**config.mk**
```make
export PLATFORM = sky130hd
export DESIGN_NAME = cheri_tbre_lsu_arb
export DESIGN_NICKNAME = d
export VERILOG_FILES = /design/src/rtl/cheri_pkg.sv /design/src/rtl/cheri_tbre_lsu_arb.sv
export SDC_FILE = /design/constraint.sdc
export NUM_CORES = 1
export LEC_CHECK = 0
export CAP_MARGIN = 20
export CORE_AREA = 10 10 129 131
export DETAILED_ROUTE_END_ITERATION = 10
export DIE_AREA = 0 0 139 141
export GPL_TIMING_DRIVEN = 0
export PLACE_DENSITY = 0.73
export SLEW_MARGIN = 20
export SYNTH_ARGS = -nofsm -noshare
export SYNTH_HDL_FRONTEND = slang
export SYNTH_SLANG_ARGS = --single-unit
```
**constraint.sdc**
```tcl
create_clock -name clk_i -period 7.85 [get_ports clk_i]
set_input_delay 1.1775 -clock clk_i [delete_from_list [all_inputs] [get_ports clk_i]]
set_output_delay 1.1775 -clock clk_i [all_outputs]
set_load 0.01 [all_outputs]
```
**src/rtl/cheri_pkg.sv**
```systemverilog
// ============================================================================
// Module      : cheri_pkg
// Description : Shared state and owner encodings for the TBRE/core LSU arbiter.
// Revision    : 1.0 - initial release
// ============================================================================
`default_nettype none

package cheri_pkg;

    typedef enum logic [2:0] {
        ST_IDLE  = 3'd0,
        ST_REQ0  = 3'd1,
        ST_WAIT0 = 3'd2,
        ST_REQ1  = 3'd3,
        ST_WAIT1 = 3'd4
    } arb_state_e;

    typedef enum logic [1:0] {
        OWN_NONE = 2'd0,
        OWN_CORE = 2'd1,
        OWN_TBRE = 2'd2
    } arb_owner_e;

    localparam logic [3:0] c_TBRE_BE = 4'hF;

endpackage

`default_nettype wire

```
**src/rtl/cheri_tbre_lsu_arb.sv**
```systemverilog
// ============================================================================
// Module      : cheri_tbre_lsu_arb
// Description : Arbitrates the core LSU and the TBRE onto one 33-bit memory
//               bus, splitting TBRE capability loads into two word accesses.
// Revision    : 1.0 - initial release
// ============================================================================
`default_nettype none

module cheri_tbre_lsu_arb
    import cheri_pkg::*;
#(
    parameter int unsigned StarveLimit = 8
) (
    input  logic        clk_i,
    input  logic        rst_ni,

    input  logic        core_req_i,
    input  logic        core_we_i,
    input  logic [3:0]  core_be_i,
    input  logic [31:0] core_addr_i,
    input  logic [32:0] core_wdata_i,
    output logic        core_gnt_o,
    output logic        core_rvalid_o,
    output logic        core_err_o,
    output logic [32:0] core_rdata_o,

    input  logic        tbre_lsu_req_i,
    input  logic        tbre_lsu_is_cap_i,
    input  logic        tbre_lsu_we_i,
    input  logic [31:0] tbre_lsu_addr_i,
    input  logic [32:0] tbre_lsu_wdata_i,
    output logic        lsu_tbre_req_done_o,
    output logic        lsu_tbre_addr_incr_o,
    output logic        lsu_tbre_resp_valid_o,
    output logic        lsu_tbre_resp_err_o,
    output logic        lsu_tbre_resp_is_wr_o,
    output logic [32:0] lsu_tbre_raw_lsw_o,

    output logic        snoop_lsu_req_done_o,
    output logic        snoop_lsu_we_o,
    output logic        snoop_lsu_is_cap_o,
    output logic [31:0] snoop_lsu_addr_o,

    output logic        data_req_o,
    input  logic        data_gnt_i,
    output logic        data_we_o,
    output logic [3:0]  data_be_o,
    output logic [31:0] data_addr_o,
    output logic [32:0] data_wdata_o,
    input  logic        data_rvalid_i,
    input  logic        data_err_i,
    input  logic [32:0] data_rdata_i
);

    localparam int unsigned      c_CNT_W      = $clog2(StarveLimit + 1);
    localparam logic [c_CNT_W-1:0] c_STARVE_MAX = c_CNT_W'(StarveLimit);

    arb_state_e          r_state, w_state_nxt;
    arb_owner_e          r_owner, w_owner_nxt;
    logic [c_CNT_W-1:0]  r_starve_cnt, w_starve_cnt_nxt;
    logic [32:0]         r_lsw;
    logic                r_err_q;
    logic                r_we_q;

    arb_owner_e          w_arb;
    arb_owner_e          w_iss_owner;
    arb_state_e          w_first_dst;
    logic                w_core_sel;
    logic                w_tbre_sel;
    logic                w_gnt;
    logic                w_tbre_gnt;
    logic                w_rvalid_final;

    assign w_rvalid_final = (r_state == ST_WAIT1) && data_rvalid_i;

    // Core has priority unless the TBRE has been starved StarveLimit times.
    always_comb begin
        w_arb = OWN_NONE;
        if (rst_ni) begin
            if (tbre_lsu_req_i && (!core_req_i || (r_starve_cnt == c_STARVE_MAX))) begin
                w_arb = OWN_TBRE;
            end else if (core_req_i) begin
                w_arb = OWN_CORE;
            end
        end
    end

    always_comb begin
        w_iss_owner = OWN_NONE;
        case (r_state)
            ST_IDLE: w_iss_owner = w_arb;
            ST_REQ0: begin
                if ((r_owner == OWN_CORE) && core_req_i) begin
                    w_iss_owner = OWN_CORE;
                end else if ((r_owner == OWN_TBRE) && tbre_lsu_req_i) begin
                    w_iss_owner = OWN_TBRE;
                end
            end
            ST_REQ1:  w_iss_owner = OWN_TBRE;
            ST_WAIT1: w_iss_owner = data_rvalid_i ? w_arb : OWN_NONE;
            default:  w_iss_owner = OWN_NONE;
        endcase
    end

    assign w_core_sel = (w_iss_owner == OWN_CORE);
    assign w_tbre_sel = (w_iss_owner == OWN_TBRE);

    always_comb begin
        data_req_o   = 1'b0;
        data_we_o    = 1'b0;
        data_be_o    = 4'h0;
        data_addr_o  = 32'h0;
        data_wdata_o = 33'h0;
        if (w_core_sel) begin
            data_req_o   = 1'b1;
            data_we_o    = core_we_i;
            data_be_o    = core_be_i;
            data_addr_o  = core_addr_i;
            data_wdata_o = core_wdata_i;
        end else if (w_tbre_sel) begin
            data_req_o   = 1'b1;
            data_we_o    = tbre_lsu_we_i;
            data_be_o    = c_TBRE_BE;
            data_addr_o  = tbre_lsu_addr_i;
            data_wdata_o = tbre_lsu_wdata_i;
        end
    end

    assign w_gnt      = data_req_o && data_gnt_i;
    assign w_tbre_gnt = w_gnt && w_tbre_sel;
    assign core_gnt_o = w_gnt && w_core_sel;

    // req_done only on the last word so the TBRE keeps req high across a cap load.
    assign lsu_tbre_req_done_o  = w_tbre_gnt && ((r_state == ST_REQ1) || !tbre_lsu_is_cap_i);
    assign lsu_tbre_addr_incr_o = (r_state == ST_REQ1);

    assign core_rvalid_o = w_rvalid_final && (r_owner == OWN_CORE);
    assign core_err_o    = core_rvalid_o && data_err_i;
    assign core_rdata_o  = core_rvalid_o ? data_rdata_i : 33'h0;

    assign lsu_tbre_resp_valid_o = w_rvalid_final && (r_owner == OWN_TBRE);
    assign lsu_tbre_resp_err_o   = lsu_tbre_resp_valid_o && (r_err_q || data_err_i);
    assign lsu_tbre_resp_is_wr_o = r_we_q;
    assign lsu_tbre_raw_lsw_o    = r_lsw;

    assign snoop_lsu_req_done_o = core_gnt_o;
    assign snoop_lsu_we_o       = core_gnt_o && core_we_i;
    assign snoop_lsu_is_cap_o   = 1'b0;
    assign snoop_lsu_addr_o     = core_gnt_o ? core_addr_i : 32'h0;

    assign w_first_dst = (w_tbre_sel && tbre_lsu_is_cap_i) ? ST_WAIT0 : ST_WAIT1;

    always_comb begin
        w_state_nxt = r_state;
        w_owner_nxt = r_owner;
        case (r_state)
            ST_IDLE, ST_WAIT1: begin
                if ((r_state == ST_IDLE) || data_rvalid_i) begin
                    w_owner_nxt = w_iss_owner;
                    if (w_iss_owner == OWN_NONE) begin
                        w_state_nxt = ST_IDLE;
                    end else if (w_gnt) begin
                        w_state_nxt = w_first_dst;
                    end else begin
                        w_state_nxt = ST_REQ0;
                    end
                end
            end
            ST_REQ0: begin
                if (!data_req_o) begin
                    w_state_nxt = ST_IDLE;
                    w_owner_nxt = OWN_NONE;
                end else if (w_gnt) begin
                    w_state_nxt = w_first_dst;
                end
            end
            ST_WAIT0: begin
                if (data_rvalid_i) begin
                    w_state_nxt = ST_REQ1;
                end
            end
            ST_REQ1: begin
                if (w_gnt) begin
                    w_state_nxt = ST_WAIT1;
                end
            end
            default: begin
                w_state_nxt = ST_IDLE;
                w_owner_nxt = OWN_NONE;
            end
        endcase
    end

    always_comb begin
        w_starve_cnt_nxt = r_starve_cnt;
        if (!tbre_lsu_req_i || w_tbre_gnt) begin
            w_starve_cnt_nxt = '0;
        end else if (core_gnt_o && (r_starve_cnt != c_STARVE_MAX)) begin
            w_starve_cnt_nxt = r_starve_cnt + 1'b1;
        end
    end

    always_ff @(posedge clk_i or negedge rst_ni) begin
        if (!rst_ni) begin
            r_state      <= ST_IDLE;
            r_owner      <= OWN_NONE;
            r_starve_cnt <= '0;
            r_lsw        <= 33'h0;
            r_err_q      <= 1'b0;
            r_we_q       <= 1'b0;
        end else begin
            r_state      <= w_state_nxt;
            r_owner      <= w_owner_nxt;
            r_starve_cnt <= w_starve_cnt_nxt;
            if (w_tbre_gnt && (r_state != ST_REQ1)) begin
                r_we_q  <= tbre_lsu_we_i;
                r_err_q <= 1'b0;
            end
            // Word-0 error is remembered, not acted on: word 1 is still fetched.
            if ((r_state == ST_WAIT0) && data_rvalid_i) begin
                r_lsw   <= data_rdata_i;
                r_err_q <= r_err_q | data_err_i;
            end
        end
    end

`ifndef SYNTHESIS
    a_tbre_req_held_in_req1: assert property (
        @(posedge clk_i) disable iff (!rst_ni)
        (r_state == ST_REQ1) |-> tbre_lsu_req_i
    );

    a_rvalid_only_when_waiting: assert property (
        @(posedge clk_i) disable iff (!rst_ni)
        data_rvalid_i |-> ((r_state == ST_WAIT0) || (r_state == ST_WAIT1))
    );
`endif

endmodule

`default_nettype wire

```
# Word level (Yosys, flattened, before mapping)
# Index checks and enable logic that the tools add are counted.
# word_totals
input_bits	177
output_inout_bits	180
word_cells	93
reg_bits	44
# classes
n_mux	35
bitwise	2
eq_ne	16
reduce_logical	33
addsub	1
# op_table
cell	count
$mux 33	3
$mux 32	3
$mux 3	8
$logic_and 1x1->1	17
$mux 4	4
$mux 2	7
$pmux 3 s4	1
$pmux 2 s4	1
$mux 1	7
$eq 3x2->1 const B	2
$ne 2x2->1 const B	3
$pmux 2 s3	1
$logic_or 1x1->1	5
$add 4x1->4 const B	1
$eq 2x1->1 const B	2
$eq 2x2->1 const B	2
$eq 4x4->1 const B	1
$ne 4x4->1 const B	1
$reduce_and 4->1	1
$reduce_bool 2->1	2
$reduce_or 2->1	2
$eq 3x1->1 const B	1
$eq 3x3->1 const B	1
$logic_not 1->1	3
8 further kinds	8

# Logic depth before layout (Yosys ltp)
# logic_depth
depth_word	15
mapped_depth	14
depth_no_buf	13

# Least setup slack after synthesis
# No wires, ideal clock.
# synth_path
kind	in2out
start	in data_rvalid_i
end	out data_addr_o[10]
n_path_buf	4
cell_stages	11
setup_slack_ps	3517
required_time_ps	6673
t_arrival_ps	3156
cell_sequence	nand2b_1 > o2111a_1 > o21a_1 > inv_2 > buf_2 > ha_1 > clkbuf_1 > clkbuf_1 > clkbuf_1 > nand3_1 > nand2_1
# synth_via
elab_chain_len	5
word_cells_on_any_way	6
cone_classes	eq/ne: 2; mux: 4
# synth_rtl
item	line	rtl
start: declaration	cheri_tbre_lsu_arb.sv:50	input logic data_rvalid_i,
$mux 2 (*)	cheri_tbre_lsu_arb.sv:100	ST_WAIT1: w_iss_owner = data_rvalid_i ? w_arb : OWN_NONE;
$pmux 2 s4 (*)	cheri_tbre_lsu_arb.sv:90	case (r_state)
$eq 2x2->1	cheri_tbre_lsu_arb.sv:106	assign w_tbre_sel = (w_iss_owner == OWN_TBRE);
$mux 32	cheri_tbre_lsu_arb.sv:120	end else if (w_tbre_sel) begin
$mux 32 (*)	cheri_tbre_lsu_arb.sv:114	if (w_core_sel) begin
end: declaration	cheri_tbre_lsu_arb.sv:48	output logic [31:0] data_addr_o,
# Mark *: on every way between the ends. The rest lies on a longest branch, timed or not.

# Final worst setup path
# layout_path
start	in data_rvalid_i
end	out data_we_o
# layout_via
elab_chain_len	5
word_cells_on_any_way	6
cone_classes	eq/ne: 2; mux: 4
# layout_rtl
item	line	rtl
$mux 2 (*)	cheri_tbre_lsu_arb.sv:100	
$pmux 2 s4 (*)	cheri_tbre_lsu_arb.sv:90	
$eq 2x2->1	cheri_tbre_lsu_arb.sv:106	
$mux 1	cheri_tbre_lsu_arb.sv:120	
$mux 1 (*)	cheri_tbre_lsu_arb.sv:114	
end: declaration	cheri_tbre_lsu_arb.sv:46	output logic data_we_o,
# Marked as above.

==> results by stage <==
Outcome:
- The run finished with clean final reports.

Global route:
- The via count of the first global-routing pass was 5060.
- The first global-routing pass estimated 31.1 mm of wire.
- The initial antenna violation count is 0.
- The global-route usage over all layers is 0.200.
- The maximum number of pins on one net before global-route repair is 30.
- The total overflow left after global routing is 0.

STA:
- The worst slew margin relative to its limit is 0.540.
- The final setup violation count is 0.
- In the finished design, the share of the clock period the worst path needs comes to 0.808.
- On the final layout, the worst clock skew is 5.84 ps.
- The final period demand of the worst path is 6340 ps.
- On the final layout, the worst hold slack is 505 ps.
- Setup repair after global routing left no endpoint under its margin.
- Derived from the worst setup path, the maximum achievable clock frequency is 158 MHz.
- The setup TNS after final layout is 0 ps.
- The final number of max-transition violations is 0.
- At the pin with the least slew margin, the transition time is 690 ps.
- The final-report hold violation count was 0.

Route:
- In the routed layout, each cell is associated on average with a via count of 4.67.
- The count of nets left with antenna violations once routing finished came out at 0.
- Summed over all nets, wire length on met2 after detailed routing comes to 10.4 mm.
- The post-detailed-routing wire length is 20.6 mm.
- The detailed-route wire length on metal 1 is 7.58 mm.
- The routed length on met3 is 2.11 mm.
- The total via count in the routed design is 4774.
- The detailed-router iteration count before antenna repair is 5.
- For this run, design rule violations remaining after detail routing come to 0.
- The routed wirelength normalized by instance count is 20.2 um.
- In this run, the number of DRC markers left after iteration 0 of detailed routing was 241.
- After detailed routing, no signal wire sits above met4.

Placement:
- The wire-length estimate of the detail-placed layout is 17.7 mm.
- The count of input and output buffers is 355.
- The instance count after placement with tap cells included is 1016.
- The global placement routability congestion is 0.921.

Final layout:
- In the final design database the tool counted 1020 nets.
- The number of antenna diodes in the final layout is 0.
- In the final layout, the share of cells above drive strength 1 is 0.0918.
- From synthesis to final layout, the design area changed by 113%.
- Fill cells in the final layout number 1347.
- The storage element area is 1100 um^2.
- The finished layout holds 1023 standard cells, fillers aside.
- In the final layout, the multi-input gates occupy 2140 um^2.

Logic synthesis:
- The number of nets in the synthesized netlist is 657.
- Counting distinct cell types in the post-synthesis netlist gives 40.
- The cell count after synthesis is 476.
- The mapped netlist covers 3490 um^2.
- The proportion of synthesized flip-flops having asynchronous set or reset is 1.00.
- The leading cell type by number of instances after synthesis is sky130_fd_sc_hd__nand2_1.
- In the post-synthesis netlist, the biggest area contributors are sky130_fd_sc_hd__dfrtp_1 32%, sky130_fd_sc_hd__nand2_1 16%, sky130_fd_sc_hd__mux2_2 11%.
- The post-synthesis area per instance is 7.34 um^2.
- Synthesis inferred 44 register bits.
- The area fraction of the dominant cell type after synthesis is 0.315.
- For this run, the number of Yosys warnings is 0.
- The commonest cells after synthesis are 145 x sky130_fd_sc_hd__nand2_1, 70 x sky130_fd_sc_hd__nand3_1, 44 x sky130_fd_sc_hd__dfrtp_1.
- The cell type with the largest total area after synthesis is sky130_fd_sc_hd__dfrtp_1.
- The number of enable flip-flop cells after synthesis is 0.
- The most used flip-flop cell after synthesis is sky130_fd_sc_hd__dfrtp_1.
- The share of the Yosys chip area taken by registers is 0.315.

Pwr:
- The overall power consumption is 0.00127 W.
- The leakage power is 3.40 nW.
- The power density over the cells is 172 nW/um^2.
- Across the VDD grid, the largest voltage drop is 0.0936 mV.

CTS:
- The count of cells resized by post-cts repair is 0.
- The master cell of the clock root buffer is sky130_fd_sc_hd__clkbuf_16.
- The clock tree synthesis step divided the H-tree into 2 levels.
- Once the clock tree was built, the setup fixing pass inserted 0 buffers.
- Clock tree synthesis inserted a total of 5 buffers.
- After clock tree synthesis, the clock-pin slew on the worst setup and hold paths is 60 ps.
- The total number of clock tree sinks is 44.
- The number of hold buffers added after cts is 0.
- The number of buffers on the longest clock path is 2.
- For the worst-skew pair, the clock arrives at the later sink with an insertion delay of 280 ps.
- TritonCTS built the clock tree.

Floorplan:
- Row generation in the floorplan step produced 44 rows.
- The horizontal die dimension is 139 um.
- The total area inside the core boundary comes to 14200 um^2.
- The die covers 19600 um^2.
- The die is 141 um tall.
- The initial core utilization is 0.246.
- In this run the count of I/O pins placed on the die edge is 357.

Worst setup path:
- The data required time of the worst path is 6670 ps.
- The arrival time at the worst endpoint is 5160 ps.
- The endpoint class of the critical path is a primary output.
- STA classifies the critical path startpoint as an input port.
- By startpoint and endpoint, the worst setup path is classified as in2out.
- The highest fanout seen on the critical path is 11.

Job:
- The max-capacitance violation count is 0.

Hold path:
- The tightest min-delay check is of the reg2reg type.
==> power by group <==
part	internal, W	switching (W)
Combinational	0.000412	0.000342
Sequential	0.000289	0.0000306
Clock	0.000116	0.0000852
==> placed cells by master, fill, tap and decap left out, types with 5 or more instances in the layout <==
| cell type | synthesis | layout |
|---|---|---|
| sky130_fd_sc_hd__clkbuf_1 | 15 | 15 |
| sky130_fd_sc_hd__inv_1 | 8 | 8 |
| sky130_fd_sc_hd__dfrtp_1 | 44 | 44 |
| sky130_fd_sc_hd__clkdlybuf4s50_1 | 0 | 354 |
| sky130_fd_sc_hd__and2_1 | 35 | 35 |
| sky130_fd_sc_hd__nand3_1 | 70 | 70 |
| sky130_fd_sc_hd__clkbuf_16 | 0 | 5 |
| sky130_fd_sc_hd__nand2_1 | 145 | 145 |
| sky130_fd_sc_hd__buf_2 | 19 | 20 |
| sky130_fd_sc_hd__nor2_1 | 7 | 7 |
| sky130_fd_sc_hd__nand4_1 | 5 | 5 |
| sky130_fd_sc_hd__and3_1 | 34 | 34 |
| sky130_fd_sc_hd__mux2_2 | 34 | 34 |
| sky130_fd_sc_hd__a21o_1 | 5 | 5 |
| sky130_fd_sc_hd__a21oi_1 | 9 | 9 |
==> routing by layer <==
layer | vias up | GRT usage
met3 | 33 | 0.0789
met2 | 241 | 0.358
met4 | 0 | 0.0538
li1 | 2328 | -
met5 | - | 0
met1 | 2172 | 0.214
==> registers in the layout (all words and copies together), names as in the netlist <==
name                   flops
r_state                    3
r_starve_cnt               4
r_owner                    2
lsu_tbre_raw_lsw_o        33
lsu_tbre_resp_is_wr_o      1
r_err_q                    1
==> critical path, cell delays in order <==
cell and delay [ps]:
sky130_fd_sc_hd__clkdlybuf4s50_1 480, sky130_fd_sc_hd__nand2b_1 270, sky130_fd_sc_hd__o2111a_1 200, sky130_fd_sc_hd__o21a_1 230, sky130_fd_sc_hd__inv_2 140, sky130_fd_sc_hd__buf_2 280, sky130_fd_sc_hd__ha_1 190, sky130_fd_sc_hd__clkbuf_1 250
sky130_fd_sc_hd__clkbuf_1 510, sky130_fd_sc_hd__clkbuf_1 590, sky130_fd_sc_hd__nand3_1 170, sky130_fd_sc_hd__nand2_1 120, sky130_fd_sc_hd__clkdlybuf4s50_1 560
==> worst paths after layout <==
kind | startpoint | slack, ps | cells past startpoint | end
setup / recovery | data_rvalid_i | 1510 | 13 | data_we_o
hold / removal | lsu_tbre_raw_lsw_o[0] | 500 | 1 | lsu_tbre_raw_lsw_o[0]
setup reg to reg | r_starve_cnt[0] | 4800 | 13 | r_starve_cnt[3]
hold reg to reg | lsu_tbre_raw_lsw_o[0] | 500 | 1 | lsu_tbre_raw_lsw_o[0]
max in group asynchronous | rst_ni | 6520 | 2 | r_state[2]
min in group asynchronous | rst_ni | 830 | 1 | lsu_tbre_raw_lsw_o[21]
==> kinds of logic after synthesis <==
group	Yosys count	share of synthesized area
buffers and inverters	52	0.0713
adders and majority gates	4	0.0143
AOI/OAI and AO/OA	32	0.0641
and+or+nand+nor	309	0.424
other	1	0.00107
muxes	34	0.110
DFF	44	0.315
==> final cells by class <==
type,instances,area share
Timing Repair Buffer,356,0.480
Multi-Input combinational cell,380,0.288
Sequential cell,44,0.148
Tap cell,184,0.0310
Buffer,43,0.0290
Clock buffer,5,0.0168
Inverter,9,0.00455
Clock inverter,2,0.00168
==> per-stage QoR <==
stage | worst slack (ps) | area, um^2 | utilization
after floorplan | 3520 | 3490 | -
after global placement | 115 | 7280 | 0.512
after detailed placement | 1440 | 7290 | 0.513
after CTS | 1430 | 7430 | 0.523
after global routing | 1210 | 7430 | 0.523
final | 1510 | 7430 | 0.523
No activity file was read; power rests on OpenSTA's default activity.
